--- src/rtl/adder_share_arbiter.sv ---
// Round-robin arbiter sharing one adder among NUM_REQ requesters; grant 1 cycle after request,
// done ADD_LATENCY+1 cycles after grant; requests are held off (no grant) while an operation is in flight.
module adder_share_arbiter #(
    parameter int WIDTH       = 32,
    parameter int NUM_REQ     = 4,
    parameter int ADD_LATENCY = 1
) (
    input  logic                       clock,
    input  logic                       reset,
    input  logic [NUM_REQ-1:0]         req,
    input  logic [NUM_REQ*WIDTH-1:0]   a_in,
    input  logic [NUM_REQ*WIDTH-1:0]   b_in,
    input  logic [NUM_REQ-1:0]         cin_in,
    output logic [NUM_REQ-1:0]         grant,
    output logic [NUM_REQ-1:0]         done,
    output logic [WIDTH-1:0]           result,
    output logic                       result_carry,
    output logic                       busy,
    output logic [WIDTH-1:0]           add_a,
    output logic [WIDTH-1:0]           add_b,
    output logic                       add_cin,
    input  logic [WIDTH-1:0]           add_sum,
    input  logic                       add_carry
);

    localparam int IDX_W = (NUM_REQ > 1) ? $clog2(NUM_REQ) : 1;
    localparam logic [2:0] LAT = 3'(ADD_LATENCY);

    typedef enum logic [1:0] {IDLE, EXEC, DONE} state_t;

    state_t           r_state;
    logic [IDX_W-1:0] r_rr;
    logic [IDX_W-1:0] r_owner;
    logic [2:0]       r_cnt;

    logic             w_any;
    logic [IDX_W-1:0] w_sel;
    logic [IDX_W:0]   w_idx;

    // Scan downward so the candidate closest to the pointer is the last one written and wins.
    always_comb begin
        w_any = 1'b0;
        w_sel = '0;
        w_idx = '0;
        for (int k = NUM_REQ - 1; k >= 0; k--) begin
            w_idx = {1'b0, r_rr} + (IDX_W+1)'(k);
            if (w_idx >= (IDX_W+1)'(NUM_REQ)) begin
                w_idx = w_idx - (IDX_W+1)'(NUM_REQ);
            end
            if (req[w_idx[IDX_W-1:0]]) begin
                w_any = 1'b1;
                w_sel = w_idx[IDX_W-1:0];
            end
        end
    end

    always_ff @(posedge clock) begin
        if (reset) begin
            r_state      <= IDLE;
            r_rr         <= '0;
            r_owner      <= '0;
            r_cnt        <= '0;
            grant        <= '0;
            done         <= '0;
            result       <= '0;
            result_carry <= 1'b0;
            busy         <= 1'b0;
            add_a        <= '0;
            add_b        <= '0;
            add_cin      <= 1'b0;
        end else begin
            grant <= '0;
            done  <= '0;
            case (r_state)
                IDLE: begin
                    if (w_any) begin
                        add_a   <= a_in[w_sel*WIDTH +: WIDTH];
                        add_b   <= b_in[w_sel*WIDTH +: WIDTH];
                        add_cin <= cin_in[w_sel];
                        r_owner <= w_sel;
                        grant   <= NUM_REQ'(1) << w_sel;
                        r_cnt   <= '0;
                        busy    <= 1'b1;
                        r_state <= EXEC;
                    end
                end
                EXEC: begin
                    r_cnt <= r_cnt + 3'd1;
                    // Adder output is valid LAT edges after operands settle.
                    if (r_cnt == LAT) begin
                        result       <= add_sum;
                        result_carry <= add_carry;
                        done         <= NUM_REQ'(1) << r_owner;
                        r_state      <= DONE;
                    end
                end
                DONE: begin
                    r_rr    <= (r_owner == IDX_W'(NUM_REQ - 1)) ? '0 : r_owner + IDX_W'(1);
                    busy    <= 1'b0;
                    r_state <= IDLE;
                end
                default: r_state <= IDLE;
            endcase
        end
    end

endmodule

--- config.mk ---
export PLATFORM = sky130hd
export DESIGN_NAME = adder_share_arbiter
export DESIGN_NICKNAME = d
export VERILOG_FILES = /design/src/rtl/adder_share_arbiter.sv
export SDC_FILE = /design/constraint.sdc
export NUM_CORES = 1
export LEC_CHECK = 0
export ABC_AREA = 1
export CORE_AREA = 2 2 157 159
export CTS_CLUSTER_SIZE = 40
export DETAILED_ROUTE_END_ITERATION = 6
export DIE_AREA = 0 0 159 161
export PLACE_DENSITY = 0.62
export SLEW_MARGIN = 25
export SYNTH_ARGS = -nofsm -noshare
export SYNTH_HDL_FRONTEND = slang
export SYNTH_SLANG_ARGS = --single-unit
--- constraint.sdc ---
create_clock -name clock -period 4.1 [get_ports clock]
set_clock_uncertainty 0.15 [all_clocks]
set_input_delay 0.615 -clock clock [delete_from_list [all_inputs] [get_ports clock]]
set_output_delay 0.615 -clock clock [all_outputs]
set_load 0.005 [all_outputs]
==> results.ini, run 1 <==
[placement]
port_buffers=405
gp_congestion=0.860
placedCellCount=1642
dp_hpwl_um=20900

[floorplanning]
ios=406
die_area_mm2=0.0256
die_y_um=161
initial_utilization=0.264
fp-row-count=57
core_area_mm2=0.0240
die_x_um=159

[drt]
drtAntennaViolNets=0
avgViaCountPerCell=4.85
drc=0
drtIter0Drc=599
wl_um=29300
wl_per_cell_um=17.5
vias=8123
drt_pass1_iterations=5

[hold_path]
holdPathStages=2
hp-class=flip-flop to flip-flop

[critical_path]
arrival_ps=3190
critical_path_class=primary input to flip-flop
cp-end-kind=flip-flop
r2r_cells=11
crit_chain=clkdlybuf4s50_1 > inv_1 > o21ai_1 > nand2_1 > nand3_1 > nand3_4 > nand2_4 > buf_4 > nand2_1 > nand3_1 > nand2_1 > a21oi_1
slowest_stage=nand2_4
critPathBufInv=3
slowest_delay_ps=590
crit_required_ps=4300
cp.depth=12
worst-path-max-fanout=42
critPathLaunchType=primary input
crit_top_cell=nand2_1
cp_top_family=simple AND/OR/NAND/NOR gates

[sta]
tightest_slew_ps=656
fin_crit_sh=0.729
slew_violations=0
tns_ps=0
fmaxAchievable_mhz=335
period_needed_ps=2990
setup_viol=0
rsz0062_at_grt=no
hold_viol=0
slew-limit-headroom=0.562

[synth]
yosysTopAreaCell=dfxtp_1
synth_seq_cells=116
yosysSeqAreaShare=0.367
synth_flop_cell=dfxtp_1
synth_nets=1288
synthTopCellsByArea=dfxtp_1 37%, nand3_1 30%, nand2_1 13%
syn_area_per_cell_um2=6.42
yosys_warnings=0
synth-edff-count=0
yosysUniqueCellTypes=26
yosys.area.top_type_share=0.367
netlist_area_mm2=0.00633
ys_async_sr_fraction=0
netlist_instances=986

[cells_and_area]
finalNetCount=1639
multi_input_area_mm2=0.00352
fill_cells=2509
final_util=0.464
layout-drive-gt1-share=0.0415
regArea_mm2=0.00232
stdcell_count=1675
area_growth_pct=75.8

[global_routing]
grt_pass1_wl_um=44600
grt_pass1_vias=7798
antenna_found_initial=1
grt_use_total=0.221
grt_max_degree=131
grt_overflow=0

[clock_tree]
post_cts_buffers=0
cts_root_buffer=clkbuf_16
clock_path_buffers=2
clk_pin_slew_worst_paths_ps=70
cts_tree=done
cts_resized=0
clk_latency_ps=420
cts_buffers=17
postCtsHoldBufs=0
h-tree-depth=4
cts.sink_count=116

[power]
power_density_mw_per_mm2=370
ir_worst_vdd_mv=0.165
p_leak_nw=4.65
p_total_mw=4.12

[outcome]
outcome=finished, final reports clean

[flow_run]
maxCapViolCount=0

==> cells in the final DEF, fill, tap and decap left out <==
master,count
a21oi_1,18
a21oi_4,1
buf_12,7
buf_4,7
clkbuf_1,1
clkbuf_16,17
clkdlybuf4s50_1,405
clkinv_1,1
clkinv_2,2
clkinv_4,1
clkinvlp_4,4
dfxtp_1,116
diode_2,1
ha_1,3
inv_1,19
inv_2,2
inv_6,6
inv_8,2
nand2_1,219
nand2_2,1
nand2_4,2
nand3_1,374
nand3_2,1
nand3_4,1
nor2_1,80
nor2_4,1
nor3_1,2
nor3_2,1
o21a_1,1
o21ai_0,50
o21ai_1,2
o22ai_1,1
xnor2_1,1
xor2_1,1
==> registers in the layout (all words and copies together), names as in the netlist <==
signal,cells
add_cin,1
add_b,32
r_state,2
grant,4
result,32
done,4
add_a,32
r_cnt,3
r_owner,2
r_rr,2
result_carry,1
busy,1
==> worst reg2reg max path, delay by kind of cell, from the launching register on <==
family | cells | cell delay, ps
buffers and inverters | 1 | 350
DFF | 1 | 570
and+or+nand+nor | 8 | 1540
AOI/OAI and AO/OA | 2 | 250
==> synth_stat cells, drive strengths merged (3+ instances only) <==
library cell  number
nand3            376
nand2            222
dfxtp            116
nor2              81
buf               61
o21ai             52
clkbuf            26
inv               22
a21oi             19
ha                 3
nor3               3
==> layout make-up <==
cell class                      instances  area share
Sequential cell                       116       0.209
Timing Repair Buffer                  419       0.382
Inverter                               23     0.00787
Multi-Input combinational cell        760       0.316
Tap cell                              324      0.0364
Antenna cell                            1    0.000225
Clock buffer                           18      0.0386
Clock inverter                         14      0.0107
==> power by group <==
part | switching, mW | internal (mW)
logic | 0.636 | 0.703
registers | 0.0782 | 1.27
clock network | 0.637 | 0.792
total | 1.35 | 2.77
==> path summary, 6_finish.rpt <==
kind	startpoint	end	slack (ps)
setup / recovery	req[1]	add_a[28]	1110
hold / removal	add_b[30]	add_b[30]	320
setup reg to reg	r_rr[0]	add_a[28]	1200
hold reg to reg	add_b[30]	add_b[30]	320
==> metrics by stage <==
step	hold slack, ps	cell area [um2]	worst slack [ps]
2_1_floorplan	291	6330	2100
3_3_place_gp	305	10600	696
3_5_place_dp	310	10600	616
4_1_cts	320	11100	1080
5_1_grt	331	11100	816
6_report	318	11100	1110
==> cell families after synthesis <==
logic type      count (synthesis)  synth area share
compound gates                 73            0.0589
simple gates                  682             0.484
xor+xnor                        2           0.00277
flops                         116             0.367
fa+ha+maj                       3           0.00593
buf+inv                       110            0.0810
==> metal layers <==
layer / up-vias / routed length, um / track usage / share of wire
li1: 4034 / - / - / -
met1: 3740 / 12200 / 0.272 / 0.42
met2: 300 / 14200 / 0.371 / 0.49
met3: 49 / 1920 / 0.0627 / 0.065
met4: 0 / 966 / 0.0785 / 0.033
met5: - / 0 / 0 / 0
(Power assumes the default switching activity.)
==> run 2: changes to the inputs <==
- PLACE_DENSITY: 0.62 -> 0.64
- clock period: 4.1 -> 2.6 ns (I/O delays scaled with it)
==> run 2 against run 1 <==
  * Via count increased by 1.3%
  * Setup slack worse by 720 ps
  * Worst hold slack is essentially flat
  * Critical path type is now flip-flop to flip-flop
  * Largest power group unchanged
==> results.ini, run 2 (synthesis gave the netlist of run 1 again) <==
[critical_path]
r2r_cells=11  ; unchanged
slowest_stage=dfxtp_2  ; was nand2_4
slowest_delay_ps=450  ; was 590 ps
cp_top_family=simple AND/OR/NAND/NOR gates  ; unchanged
cp-end-kind=flip-flop  ; unchanged
reg2reg_setup_slack_ps=390  ; was 1200 ps
arrival_ps=2390  ; was 3190 ps
cp.depth=11  ; was 12
crit_top_cell=inv_1  ; was nand2_1
critPathBufInv=4  ; was 3
crit_chain=inv_1 > nand2_1 > nand3_1 > inv_1 > nor2_1 > nand3_1 > nand3_2 > nor2_4 > buf_12 > inv_1 > nor3_1  ; was clkdlybuf4s50_1 > inv_1 > o21ai_1 > nand2_1 > nand3_1 > nand3_4 > nand2_4 > buf_4 > nand2_1 > nand3_1 > nand2_1 > a21oi_1
crit_required_ps=2780  ; was 4300 ps
critPathLaunchType=flip-flop  ; was primary input
worst-path-max-fanout=25  ; was 42
critical_path_class=flip-flop to flip-flop  ; was primary input to flip-flop

[global_routing]
antenna_found_initial=2  ; was 1
grt_max_degree=61  ; was 131
grt_use_total=0.223  ; was 0.221
grt_pass1_wl_um=44600  ; unchanged
grt_pass1_vias=7846  ; was 7798
grt_overflow=0  ; unchanged

[drt]
wl_met1_um=12500  ; was 12200 um
wl_um=29800  ; was 29300 um
drtAntennaViolNets=0  ; unchanged
top_layer=met5  ; was met4
avgViaCountPerCell=4.84  ; was 4.85
met3_length_um=1930  ; was 1920 um
wl_per_cell_um=17.5  ; about the same
wl_met2_um=14700  ; was 14200 um
drc=0  ; unchanged
drt_pass1_iterations=5  ; unchanged
vias=8227  ; was 8123
drtIter0Drc=628  ; was 599

[cells_and_area]
reg_top3=add_a x32, add_b x32, result x32  ; unchanged
finalNetCount=1664  ; was 1639
final_cell_mix=405 x clkdlybuf4s50_1, 374 x nand3_1, 219 x nand2_1  ; unchanged
final_util=0.481  ; was 0.464
final_common_cell=clkdlybuf4s50_1  ; unchanged
area_growth_pct=82.3  ; was 75.8%
antenna-diode-count=0  ; was 1
design_area_mm2=0.0115  ; was 0.0111 mm2
stdcell_count=1699  ; was 1675
layout-drive-gt1-share=0.0604  ; was 0.0415

[power]
p_int_mw=4.67  ; was 2.77 mW
swShare=0.310  ; was 0.328
p_sw_mw=2.10  ; was 1.35 mW
p_leak_nw=4.86  ; was 4.65 nW
seqPwrFrac=0.315  ; was 0.328
p_clk_frac=0.354  ; was 0.347
power_frac_comb=0.331  ; was 0.325
ir_worst_vdd_mv=0.333  ; was 0.165 mV
power_density_mw_per_mm2=586  ; was 370 mW/mm2
p_total_mw=6.76  ; was 4.12 mW

[sta]
tns_ps=0  ; unchanged
tightest_slew_ps=417  ; was 656 ps
setup_viol=0  ; unchanged
fmaxAchievable_mhz=452
slew_violations=0  ; unchanged
period_needed_ps=2210
hold_viol=0  ; unchanged
slew-limit-headroom=0.722  ; was 0.562
rsz0062_at_grt=no  ; unchanged
fin_crit_sh=0.851

[clock_tree]
h-tree-depth=4  ; unchanged
post_cts_buffers=0  ; unchanged
clk_latency_ps=420  ; about the same
clk_pin_slew_worst_paths_ps=60  ; was 70 ps
clock_path_buffers=2  ; unchanged
postCtsHoldBufs=0  ; unchanged
cts_tree=done  ; unchanged
cts_root_buffer=clkbuf_16  ; unchanged
cts_buffers=17  ; unchanged
cts.sink_count=116  ; unchanged

[placement]
placedCellCount=1667  ; was 1642
dp_hpwl_um=21900  ; was 20900 um
gp_congestion=0.896  ; was 0.860
port_buffers=405  ; unchanged
dpl_cell_area_mm2=0.0109  ; was 0.0106 mm2

[floorplanning]
die_y_um=161  ; unchanged
die_area_mm2=0.0256  ; unchanged
ios=406  ; unchanged
fp-row-count=57  ; unchanged
die_x_um=159  ; unchanged
core_area_mm2=0.0240  ; unchanged
initial_utilization=0.264  ; unchanged

[hold_path]
hp-class=flip-flop to flip-flop  ; unchanged
holdPathStages=2  ; unchanged

[flow_run]
maxCapViolCount=0  ; unchanged

[outcome]
outcome=finished, final reports clean  ; unchanged

-- run 2: per-layer routing --
metal,up-vias,global-route usage
li1,4085,-
met5,-,0
met4,4,0.0707
met3,48,0.0611
met2,289,0.382
met1,3801,0.272
-- run 2: final cells by class --
type | count | area (um2)
Clock buffer | 18 | 439
Clock inverter | 14 | 154
Fill cell | 2445 | 12400
Inverter | 23 | 87.6
Multi-Input combinational cell | 760 | 3520
Sequential cell | 116 | 2320
Tap cell | 324 | 405
Timing Repair Buffer | 444 | 4610
-- run 2: tightest hold or removal path: cells and delay by family (launching register included) --
family           cells  cell delay, ps
and+or+nand+nor      2             120
DFF                  1             310
-- run 2: power by group through the flow --
stage	clock [mW]	combinational, mW	sequential [mW]
3_5_place_dp	0	2.25	2.16
3_3_place_gp	0	2.24	2.16
4_1_cts	2.45	2.26	2.13
5_1_grt	2.52	2.44	2.15
2_1_floorplan	0	0.911	2.17
6_report	2.39	2.24	2.13
-- run 2: worst paths after layout --
| kind | to | from |
|---|---|---|
| max | grant[1] | r_rr[0] |
| min | add_a[21] | add_a[21] |
| max reg2reg | grant[1] | r_rr[0] |
| min reg2reg | add_a[21] | add_a[21] |
-- run 2: what timing repair did --
item                       CTS  global route
setup endpoints to repair    0            39
resized for setup            0             1
hold endpoints to repair     0             0
-- run 2: stage by stage --
stage / hold slack (ps) / worst slack (ps)
finish: 318 / 388
detailed placement: 311 / 43.8
global route: 339 / 104
floorplan: 291 / 797
CTS: 321 / 186
global placement: 305 / 68.9
==> run 3: changes to the inputs <==
==> constraint.sdc (replaced) <==
create_clock -name clock -period 1.85 [get_ports clock]
set_clock_uncertainty 0.15 [all_clocks]
set_input_delay 0.37 -clock clock [delete_from_list [all_inputs] [get_ports clock]]
set_output_delay 0.37 -clock clock [all_outputs]
set_load 0.005 [all_outputs]
==> run 3 against run 2 <==
  * The flow now finishes with violations (setup timing)
  * Largest power group is now combinational logic
  * Critical path type unchanged
  * Critical endpoint is now add_a[3]
  * Non-clock buffer count up 76
  * Clock-buffer cell count unchanged
  * Maximum frequency up 5.9%
  * Via count up 9.0%
  * Sequential share of layout area down 3.1 points
==> results.ini, run 3 (synthesis gave the netlist of run 1 again) <==
[drt]
wl_um=35100  ; was 29800 um
vias=8964  ; was 8227
wl_per_cell_um=19.8  ; was 17.5 um
drtAntennaViolNets=0  ; unchanged
avgViaCountPerCell=5.04  ; was 4.84
drtIter0Drc=688  ; was 628
drt_pass1_iterations=7  ; was 5
drc=0  ; unchanged

[cells_and_area]
stdcell_count=1778  ; was 1699
final_cell_mix=390 x clkdlybuf4s50_1, 276 x nand3_1, 195 x nand2_1  ; was 405 x clkdlybuf4s50_1, 374 x nand3_1, 219 x nand2_1
final_common_cell=clkdlybuf4s50_1  ; unchanged
reg_top3=add_a x32, add_b x32, result x32  ; unchanged
area_growth_pct=117  ; was 82.3%
finalNetCount=1741  ; was 1664
final_util=0.572  ; was 0.481
layout-drive-gt1-share=0.210  ; was 0.0604

[clock_tree]
postCtsHoldBufs=0  ; unchanged
cts_root_buffer=clkbuf_16  ; unchanged
cts_buffers=17  ; unchanged
clock_path_buffers=2  ; unchanged
cts_tree=done  ; unchanged
cts.sink_count=116  ; unchanged
clk_pin_slew_worst_paths_ps=70  ; was 60 ps
clk_latency_ps=420  ; about the same
h-tree-depth=4  ; unchanged

[floorplanning]
die_area_mm2=0.0256  ; unchanged
fp-row-count=57  ; unchanged
die_x_um=159  ; unchanged
initial_utilization=0.264  ; unchanged
ios=406  ; unchanged
die_y_um=161  ; unchanged
core_area_mm2=0.0240  ; unchanged

[power]
power_density_mw_per_mm2=802  ; was 586 mW/mm2
p_total_mw=11.0  ; was 6.76 mW
p_leak_nw=5.97  ; was 4.86 nW
ir_worst_vdd_mv=0.469  ; was 0.333 mV

[global_routing]
grt_use_total=0.246  ; was 0.223
grt_overflow=0  ; unchanged
grt_pass1_wl_um=48900  ; was 44600 um
grt_pass1_vias=8532  ; was 7846
antenna_found_initial=4  ; was 2
grt_max_degree=57  ; was 61

[flow_run]
maxCapViolCount=0  ; unchanged

[placement]
port_buffers=405  ; unchanged
dp_hpwl_um=22700  ; was 21900 um
gp_congestion=0.893  ; was 0.896
placedCellCount=1702  ; was 1667

[sta]
fmaxAchievable_mhz=479  ; was 452 MHz
rsz0062_at_grt=yes  ; was no
setup_viol=74  ; was 0
tightest_slew_ps=300  ; was 417 ps
worst_slack_ps=-238  ; was 388 ps
period_needed_ps=2090  ; was 2210 ps
fin_crit_sh=1.13  ; was 0.851
slew_violations=0  ; unchanged
hold_viol=0  ; unchanged
slew-limit-headroom=0.800  ; was 0.722

[critical_path]
crit_required_ps=2010  ; was 2780 ps
worst-path-max-fanout=7  ; was 25
cp-end-kind=flip-flop  ; unchanged
critPathLaunchType=flip-flop  ; unchanged
critical_path_class=flip-flop to flip-flop  ; unchanged
arrival_ps=2250  ; was 2390 ps

[outcome]
violations=setup timing
outcome=finished with violations  ; was finished, final reports clean

[hold_path]
hp-class=flip-flop to flip-flop  ; unchanged

==> run 3: layout make-up <==
cell class              instances  area [um2]
multi-input cells             761        4320
inverters                      23        92.6
repair buffers                520        5900
clock buffers                  18         439
flip-flops and latches        116        2330
clock inverters                14         224
well taps                     324         405
fillers                      2146       10300
diodes                          2        5.00
==> run 3: repair_timing <==
action	CTS	global route
endpoints found under the setup margin	81	99
gates cloned	13	13
hold endpoints to repair	0	0
resized for setup	59	177
setup buffers	12	12
pin swaps	7	89
==> run 3: final timing paths <==
path | from | depth (start not counted) | to | slack (ps)
worst max-delay path | r_rr[0] | 12 | add_a[3] | -240
worst min-delay path | add_b[6] | 2 | add_b[6] | 310
worst min register to register | add_b[6] | 2 | add_b[6] | 310
worst max register to register | r_rr[0] | 12 | add_a[3] | -240
==> run 3: worst max-delay path: stages, from the launching register on <==
cell and delay (ps):
dfxtp_4 370, clkbuf_16 170, o21ai_4 150, nand2_2 100, nand3_4 90, nand3_4 110, buf_12 180, clkbuf_16 170
buf_12 140, nand3_2 60, nand3_1 100, nand3_1 110, nand2_1 80
==> run 3: report_power, final <==
group	switching, mW	total (mW)	internal (mW)
clock	1.36	3.81	2.45
combinational	1.89	4.19	2.30
sequential	0.173	2.99	2.82
total	3.42	11.0	7.57
==> run 3: per-layer routing <==
| metal | track usage | share of wire | wire length [um] | vias to the layer above |
|---|---|---|---|---|
| met4 | 0.0955 | 0.031 | 1100 | 4 |
| met3 | 0.0614 | 0.073 | 2560 | 81 |
| met5 | 0 | 0.00077 | 27 | - |
| met1 | 0.294 | 0.40 | 14000 | 4213 |
| li1 | - | - | - | 4256 |
| met2 | 0.425 | 0.50 | 17400 | 410 |
==> run 3: stage by stage <==
step           hold WS [ps]  TNS [ps]  area (um2)  setup WS (ps)
2_1_floorplan           289         0        6330           47.4
3_3_place_gp            305    -42930       11300           -645
3_5_place_dp            308    -46090       11300           -696
4_1_cts                 317    -10070       12700           -184
5_1_grt                 328    -17860       13700           -337
6_report                311    -10940       13700           -238
